==> config.mk <==
export PLATFORM = sky130hd
export DESIGN_NAME = conv_stream_engine
export DESIGN_NICKNAME = d
export VERILOG_FILES = /design/src/rtl/conv_stream_engine.sv
export SDC_FILE = /design/constraint.sdc
export NUM_CORES = 2
export LEC_CHECK = 0
export ABC_AREA = 1
export BUFFER_PORTS_ARGS = -buffer_cell sky130_fd_sc_hd__buf_2
export CAP_MARGIN = 5
export CELL_PAD_IN_SITES_DETAIL_PLACEMENT = 1
export CELL_PAD_IN_SITES_GLOBAL_PLACEMENT = 2
export CORE_AREA = 2 2 287 289
export DETAILED_ROUTE_END_ITERATION = 7
export DIE_AREA = 0 0 289 291
export PLACE_DENSITY_LB_ADDON = 0.1
export SYNTH_ARGS = -nofsm -noshare
export SYNTH_HDL_FRONTEND = slang
export SYNTH_SLANG_ARGS = --single-unit
==> constraint.sdc <==
create_clock -name clk -period 13.3 [get_ports clk]
set_input_delay 1.995 -clock clk [delete_from_list [all_inputs] [get_ports clk]]
set_output_delay 1.995 -clock clk [all_outputs]
set_load 0.02 [all_outputs]
==> src/rtl/conv_stream_engine.sv <==
// Streaming KxK "valid" convolution: line buffers + window, registered products,
// then registered sum/shift/saturate. One stall signal freezes the whole pipeline.
//
// state   | meaning
// IDLE    | kernel writable, waiting for start
// RUN     | accepting raster pixels
// DRAIN   | input closed, flushing pipeline until last output leaves
// DONE    | one-cycle completion pulse
module conv_stream_engine #(
  parameter int K      = 3,
  parameter int IMG_W  = 8,
  parameter int IMG_H  = 8,
  parameter int DATA_W = 8,
  parameter int KW     = 8,
  parameter int OUT_W  = 8,
  parameter int SHIFT  = 0
) (
  input  logic                       clk,
  input  logic                       rst_n,
  input  logic                       k_wr_en,
  input  logic [$clog2(K*K)-1:0]     k_wr_idx,
  input  logic signed [KW-1:0]       k_wr_data,
  input  logic                       start,
  input  logic                       pix_valid,
  output logic                       pix_ready,
  input  logic [DATA_W-1:0]          pix_data,
  output logic                       out_valid,
  input  logic                       out_ready,
  output logic [OUT_W-1:0]           out_data,
  output logic                       out_last,
  output logic                       busy,
  output logic                       done
);

  localparam int NC    = K * K;
  localparam int CW    = (IMG_W > 1) ? $clog2(IMG_W) : 1;
  localparam int RW    = (IMG_H > 1) ? $clog2(IMG_H) : 1;
  localparam int PW    = DATA_W + 1 + KW;
  localparam int ACC_W = DATA_W + KW + $clog2(NC) + 1;
  localparam logic [CW-1:0] COL_LAST = CW'(IMG_W - 1);
  localparam logic [RW-1:0] ROW_LAST = RW'(IMG_H - 1);

  typedef enum logic [1:0] {S_IDLE, S_RUN, S_DRAIN, S_DONE} state_t;

  state_t                   state_q, state_d;
  logic [CW-1:0]            col_q, col_d;
  logic [RW-1:0]            row_q, row_d;
  logic signed [KW-1:0]     coef_q [NC];
  logic signed [KW-1:0]     coef_d [NC];
  logic [DATA_W-1:0]        lb_q   [K-1][IMG_W];
  logic [DATA_W-1:0]        lb_d   [K-1][IMG_W];
  logic [DATA_W-1:0]        win_q  [NC];
  logic [DATA_W-1:0]        win_d  [NC];
  logic signed [PW-1:0]     prod_q [NC];
  logic signed [PW-1:0]     prod_d [NC];
  logic                     win_vld_q, win_vld_d, win_last_q, win_last_d;
  logic                     prod_vld_q, prod_vld_d, prod_last_q, prod_last_d;
  logic                     out_valid_q, out_valid_d, out_last_q, out_last_d;
  logic [OUT_W-1:0]         out_data_q, out_data_d;
  logic                     advance, accept, frame_end, pipe_empty;
  logic signed [ACC_W-1:0]  acc, shifted;
  logic [OUT_W-1:0]         sat;

  assign advance    = !(out_valid_q && !out_ready);
  assign accept     = pix_valid && pix_ready;
  assign frame_end  = (row_q == ROW_LAST) && (col_q == COL_LAST);
  assign pipe_empty = !win_vld_q && !prod_vld_q && !out_valid_q;

  always_ff @(posedge clk or negedge rst_n) begin
    if (!rst_n) state_q <= S_IDLE;
    else        state_q <= state_d;
  end

  always_comb begin
    state_d = state_q;
    case (state_q)
      S_IDLE:  if (start) state_d = S_RUN;
      S_RUN:   if (accept && frame_end) state_d = S_DRAIN;
      S_DRAIN: if (pipe_empty) state_d = S_DONE;
      S_DONE:  state_d = S_IDLE;
      default: state_d = S_IDLE;
    endcase
  end

  always_comb begin
    pix_ready = (state_q == S_RUN) && advance;
    busy      = (state_q == S_RUN) || (state_q == S_DRAIN);
    done      = (state_q == S_DONE);
  end

  always_comb begin
    col_d  = col_q;
    row_d  = row_q;
    coef_d = coef_q;
    if (state_q == S_IDLE) begin
      if (start) begin
        col_d = '0;
        row_d = '0;
      end
      if (k_wr_en && (int'(k_wr_idx) < NC)) coef_d[k_wr_idx] = k_wr_data;
    end else if (accept) begin
      if (col_q == COL_LAST) begin
        col_d = '0;
        row_d = row_q + 1'b1;
      end else begin
        col_d = col_q + 1'b1;
      end
    end
  end

  // Line buffer m delays the stream by (m+1) rows; its oldest entry feeds window row K-2-m.
  always_comb begin
    lb_d  = lb_q;
    win_d = win_q;
    if (accept) begin
      lb_d[0][0] = pix_data;
      for (int m = 1; m < K - 1; m++) lb_d[m][0] = lb_q[m-1][IMG_W-1];
      for (int m = 0; m < K - 1; m++)
        for (int j = 1; j < IMG_W; j++) lb_d[m][j] = lb_q[m][j-1];
      for (int r = 0; r < K; r++)
        for (int c = 0; c < K - 1; c++) win_d[r*K+c] = win_q[r*K+c+1];
      win_d[NC-1] = pix_data;
      for (int r = 0; r < K - 1; r++) win_d[r*K+K-1] = lb_q[K-2-r][IMG_W-1];
    end
  end

  always_comb begin
    acc = '0;
    for (int i = 0; i < NC; i++) acc = acc + ACC_W'(prod_q[i]);
    shifted = acc >>> SHIFT;
    if (shifted[ACC_W-1])               sat = '0;
    else if (|shifted[ACC_W-1:OUT_W])   sat = '1;
    else                                sat = shifted[OUT_W-1:0];
  end

  always_comb begin
    win_vld_d   = win_vld_q;
    win_last_d  = win_last_q;
    prod_vld_d  = prod_vld_q;
    prod_last_d = prod_last_q;
    prod_d      = prod_q;
    out_valid_d = out_valid_q;
    out_last_d  = out_last_q;
    out_data_d  = out_data_q;
    if (advance) begin
      win_vld_d   = accept && (int'(row_q) >= K - 1) && (int'(col_q) >= K - 1);
      win_last_d  = accept && frame_end;
      prod_vld_d  = win_vld_q;
      prod_last_d = win_last_q;
      for (int i = 0; i < NC; i++)
        prod_d[i] = PW'($signed({1'b0, win_q[i]})) * PW'(coef_q[i]);
      out_valid_d = prod_vld_q;
      out_last_d  = prod_vld_q && prod_last_q;
      if (prod_vld_q) out_data_d = sat;
    end
  end

  always_ff @(posedge clk or negedge rst_n) begin
    if (!rst_n) begin
      col_q       <= '0;
      row_q       <= '0;
      for (int i = 0; i < NC; i++) coef_q[i] <= '0;
      win_vld_q   <= 1'b0;
      win_last_q  <= 1'b0;
      prod_vld_q  <= 1'b0;
      prod_last_q <= 1'b0;
      out_valid_q <= 1'b0;
      out_last_q  <= 1'b0;
      out_data_q  <= '0;
    end else begin
      col_q       <= col_d;
      row_q       <= row_d;
      coef_q      <= coef_d;
      win_vld_q   <= win_vld_d;
      win_last_q  <= win_last_d;
      prod_vld_q  <= prod_vld_d;
      prod_last_q <= prod_last_d;
      out_valid_q <= out_valid_d;
      out_last_q  <= out_last_d;
      out_data_q  <= out_data_d;
    end
  end

  // Pixel storage is never reset; validity flags keep stale values out of results.
  always_ff @(posedge clk) begin
    lb_q   <= lb_d;
    win_q  <= win_d;
    prod_q <= prod_d;
  end

  assign out_valid = out_valid_q;
  assign out_data  = out_data_q;
  assign out_last  = out_last_q;

endmodule

* Word-level counts from Yosys, hierarchy flattened
Index checks and enable logic that the tools add are counted.
Word-level totals: memories 0, output and inout port bits 13, input bits 26, word-level logic and storage cells 124, flip-flop bits (word level) 399, latch bits 0, RAM bits 0, memory bits (read-only) 0
Operators by class: divide/modulo/power cells 0, add/subtract/negate cells 10, $lt $le $gt $ge 5, reductions and logical operators 27, mux-type cells 16, equal/unequal tests 8, multiply operators 9, bitwise logic cells 2, shifts and indexed selects 0
Operators by type and width (number):
- 9-bit by 8-bit multiplier with 17-bit output | 9
- 21-bit by 17-bit adder with 21-bit output | 4
- 72-bit bitwise mux | 1
- 8-bit demux with 4-bit select | 1
- 8-bit 2-to-1 mux | 3
- 20-bit by 17-bit adder with 21-bit output | 1
- 3-bit 2-to-1 mux | 7
- 19-bit by 17-bit adder with 20-bit output | 1
- 18-bit by 17-bit adder with 19-bit output | 1
- 17-bit by 17-bit adder with 18-bit output | 1
- 13-bit OR reduction | 1
- 1-bit logical AND | 12
- 2-bit case mux with 4 select lines | 1
- 3-bit by 1-bit adder with 3-bit output, second input constant | 2
- 3-bit == test, second input constant | 2
- 3-bit by 2-bit greater-or-equal comparator with 1-bit output, second input constant | 2
- 2-bit 2-to-1 mux | 3
- 2-bit inequality test, second input constant | 3
- 2-bit AND reduction | 3
- 3-bit AND reduction | 2
- 5-bit greater-or-equal comparator, second input constant | 1
- 1-bit logical NOT | 5
- 5-bit by 1-bit less-than comparator with 1-bit output, second input constant | 1
- 4-bit NOT with 5-bit output | 1
- other kinds (7) | 9

* Longest topological paths before layout
depth after elaboration 11, gate-level depth with buffers 24, depth with buffers taken out 24

* Least setup slack after synthesis
OpenSTA, ideal clock, no wires.
path kind input to register, from input port out_ready, to register out_data_q[0] (netlist: out_data[0]), buffers on the path 0, slack 7005 ps, setup time 67 ps, arrival 6229 ps, stages 6, required time 13233 ps, path through nor2_1 -> inv_1 -> nand2_2 -> a21oi_4 -> nand2_1 -> nand2_1
Between the ends: cells in the longest elaborated chain, start to end 4
RTL lines:
- start, declared | line 28 | input logic out_ready,
- 1-bit logical NOT | line 64 | assign advance = !(out_valid_q && !out_ready);
- 1-bit logical AND | line 64
- 1-bit NOT (no source line)
- 2-bit AND reduction (no source line)
- end signal, assigned | line 180 | out_data_q <= out_data_d;
- end, declared | line 59 | logic [OUT_W-1:0] out_data_q, out_data_d;
No other way between the ends. A chain may end at the register's enable or synchronous reset.

* Worst setup path in the final report
from input port out_ready, to output port pix_ready
Between the ends: cells in the longest elaborated chain, start to end 4
RTL lines:
- 1-bit logical NOT | line 64
- 1-bit logical AND | line 64
- 1-bit logical NOT | line 64
- 1-bit logical AND | line 86 | pix_ready = (state_q == S_RUN) && advance;
- end, declared | line 25 | output logic pix_ready,
No other way between the ends.

==> impl_metrics.prom <==
# TYPE chip_impl_metric gauge
chip_impl_info{name="outcome",value="completed"} 1
chip_impl_metric{name="maxSlewHeadroom",unit="%"} 27.8
chip_impl_info{name="timing.critical_path.to_type",value="primary output"} 1
chip_impl_info{name="path_class",value="in -> out"} 1
chip_impl_metric{name="maxCapViolCount",unit=""} 0
chip_impl_metric{name="maxClockFrequency",unit="MHz"} 207
chip_impl_metric{name="place.detailed.hpwl",unit="mm"} 78.4
chip_impl_metric{name="drc_errors",unit=""} 0
chip_impl_metric{name="setup_viol_count_final",unit=""} 0
chip_impl_metric{name="cts_htree_levels",unit=""} 2
chip_impl_metric{name="syn-instance-count",unit=""} 3875
chip_impl_metric{name="synthDistinctLibCells",unit=""} 41
chip_impl_metric{name="final_design_area_no_fill",unit="um^2"} 39800
chip_impl_metric{name="place_congestion",unit=""} 0.883
chip_impl_metric{name="synthesized_nets",unit=""} 4772
chip_impl_metric{name="clockBufferDepth",unit=""} 3
chip_impl_metric{name="pin_count_of_the_biggest_net_entering_global_routing",unit=""} 84
chip_impl_info{name="cp-start-kind",value="input pin"} 1
chip_impl_metric{name="setup_slack",unit="ns"} 8.47
chip_impl_metric{name="ys.warnings.count",unit=""} 0
chip_impl_metric{name="finalClockSkew",unit="ns"} 0.0344
chip_impl_metric{name="min_period_over_period",unit="%"} 36.3
chip_impl_metric{name="synth_seq_cells",unit=""} 399
chip_impl_metric{name="finalNetCount",unit=""} 4724
chip_impl_info{name="most_used_cells_in_the_layout_excluding_fill_and_tap_cells",value="1010 x inv_1, 812 x nand2_1, 455 x fa_1"} 1
chip_impl_metric{name="placement_rows",unit=""} 105
chip_impl_metric{name="min_delay_path_depth",unit=""} 0
chip_impl_metric{name="first_pass_iteration_count_of_the_detailed_router",unit=""} 5
chip_impl_metric{name="postCtsResizedCells",unit=""} 0
chip_impl_metric{name="routedWlPerCell",unit="um"} 19.9
chip_impl_metric{name="initial_core_utilization",unit="%"} 45.5
chip_impl_info{name="ys_dominant_reg_cell",value="edfxtp_1"} 1
chip_impl_metric{name="synthToLayoutAreaGrowth",unit="%"} 7.53
chip_impl_metric{name="overflow",unit=""} 0
chip_impl_info{name="tritoncts",value="built"} 1
chip_impl_metric{name="clock-sinks",unit=""} 399
chip_impl_metric{name="clk_pin_slew",unit="ns"} 0.07
chip_impl_metric{name="worstSkewPairLatency",unit="ns"} 0.61
chip_impl_metric{name="detail_route.iter0.violations",unit=""} 998
chip_impl_metric{name="pre_cts_ws",unit="ns"} 8.49
chip_impl_metric{name="cts.repair_timing.setup_buffer_count",unit=""} 0
chip_impl_info{name="class_of_the_tightest_hold_or_removal_check",value="reg -> reg"} 1
chip_impl_metric{name="first_pass_grt_wire_length",unit="mm"} 158
chip_impl_metric{name="num_vias",unit=""} 24737
chip_impl_metric{name="fin_setup_tns",unit="ns"} 0
chip_impl_metric{name="detail_route.wirelength",unit="mm"} 98.6
chip_impl_info{name="layout.cells.most_common",value="inv_1"} 1
chip_impl_info{name="unrepaired_setup_endpoints_after_global_routing",value="no"} 1
chip_impl_metric{name="synth_async_reset_ratio",unit="%"} 23.6
chip_impl_metric{name="fin_hold_viols",unit=""} 0
chip_impl_metric{name="timing.critical_path.required",unit="ns"} 11.31
chip_impl_metric{name="ant_nets",unit=""} 0
chip_impl_metric{name="crit_fanout",unit=""} 6
chip_impl_metric{name="setup.reg_to_reg.worst_slack",unit="ns"} 8.55
chip_impl_metric{name="arrival_time_reported_for_the_critical_path_endpoint",unit="ns"} 2.83
chip_impl_metric{name="min_period",unit="ns"} 4.83
chip_impl_metric{name="x_dimension_of_the_die",unit="um"} 289
chip_impl_metric{name="antenna_found_initial",unit=""} 2
chip_impl_metric{name="drive_above_1_share",unit="%"} 5.38
chip_impl_metric{name="ios",unit=""} 39
chip_impl_metric{name="avgViaCountPerCell",unit=""} 5.01
chip_impl_metric{name="tritoncts_buffers",unit=""} 48
chip_impl_metric{name="tightest_slew",unit="ns"} 1.08
chip_impl_metric{name="synth.cell_area",unit="um^2"} 37000
chip_impl_info{name="clk_root_buffer_cell",value="clkbuf_16"} 1
chip_impl_metric{name="coreArea",unit="um^2"} 81200
chip_impl_metric{name="floorplan.die.height",unit="um"} 291
chip_impl_metric{name="holdBufCountCts",unit=""} 0
chip_impl_metric{name="r2r.worst_path.cells",unit=""} 19
chip_impl_metric{name="port_buffers",unit=""} 38
chip_impl_metric{name="syn_avg_cell_area",unit="um^2"} 9.54
chip_impl_metric{name="finalMaxSlewViolations",unit=""} 0
chip_impl_metric{name="synth_enable_flop_cells",unit=""} 305
chip_impl_metric{name="fp.dieArea",unit="um^2"} 84100
chip_impl_metric{name="synth-seq-area-share",unit="%"} 31.1
chip_impl_metric{name="track_usage",unit="%"} 24.7
chip_impl_metric{name="filler_cell_count",unit=""} 9111
chip_impl_metric{name="detailed_place.area",unit="um^2"} 38000
chip_impl_metric{name="grt_pass1_vias",unit=""} 28062
-- worst paths after layout --
| kind | from | end |
|---|---|---|
| setup / recovery | out_ready | pix_ready |
| hold / removal | lb_q[10]$_DFFE_PP_ | lb_q[2]$_DFFE_PP_ |
| setup reg to reg | win_q[27]$_DFFE_PP_ | prod_q[64]$_DFFE_PN_ |
| hold reg to reg | lb_q[10]$_DFFE_PP_ | lb_q[2]$_DFFE_PP_ |
| max in group asynchronous | rst_n | coef_q[67]$_DFFE_PN0P_ |
| min in group asynchronous | rst_n | coef_q[69]$_DFFE_PN0P_ |
-- synth_stat cells (all sizes together), types with 7 or more instances --
cell type	n	area, um^2
or2	48	300
nor2	98	393
xor2	73	639
o221ai	7	61.3
ha	416	5200
inv	1018	3820
o2111ai	7	61.3
nand3	46	240
fa	455	9110
nand2	822	3110
clkbuf	143	537
xnor2	42	368
a21oi	120	616
o21ai	116	584
dfrtp	94	2350
edfxtp	305	9160
nand4	26	163
-- final cells by class --
type | instances | area, um^2 | share of cell area, %
flip-flops and latches | 399 | 11500 | 29.0
well taps | 1070 | 1340 | 3.37
clock inverters | 31 | 378 | 0.950
diodes | 5 | 12.5 | 0.0315
clock buffers | 59 | 1340 | 3.36
inverters | 1021 | 3840 | 9.66
repair buffers | 46 | 253 | 0.636
multi-input cells | 2311 | 21100 | 53.0
-- state kept, by name (all words and copies together) (netlist names), 2 cells and up --
name      count
prod_q      153
coef_q       72
lb_q         80
out_data      8
win_q        72
row_q         3
col_q         3
state_q       2
-- logic make-up after synthesis --
family                     synth area share, %
DFF                                       31.1
and+or+nand+nor                           11.6
AOI/OAI and AO/OA                         4.00
xor gates and xnor gates                  2.72
buffers and inverters                     11.8
adders and majority gates                 38.7
-- per-layer routing --
metal  wire length (um)  track usage [%]  up-vias
li1                   -                -    11620
met1              41800             31.2    12596
met2              49100             42.5      373
met3               3640             3.40      146
met4               3930             10.1        2
met5                 11                0        -
-- worst max-delay path, cell delays in order --
cell    delay, ns
buf_2        0.11
nor2_1       0.43
nor2_1       0.11
buf_2        0.18
-- stage by stage --
stage	hold WS, ns	util (%)	instances
finish	0.411	49.0	4942
detailed placement	0.405	46.8	4847
CTS	0.409	49.0	4937
global placement	0.401	46.8	4847
global route	0.423	49.0	4937
floorplan	0.400	-	3875
Power is left out: the tool's default activity adds up to more than one toggle a clock period on the data nets, which glitch-free logic cannot reach.
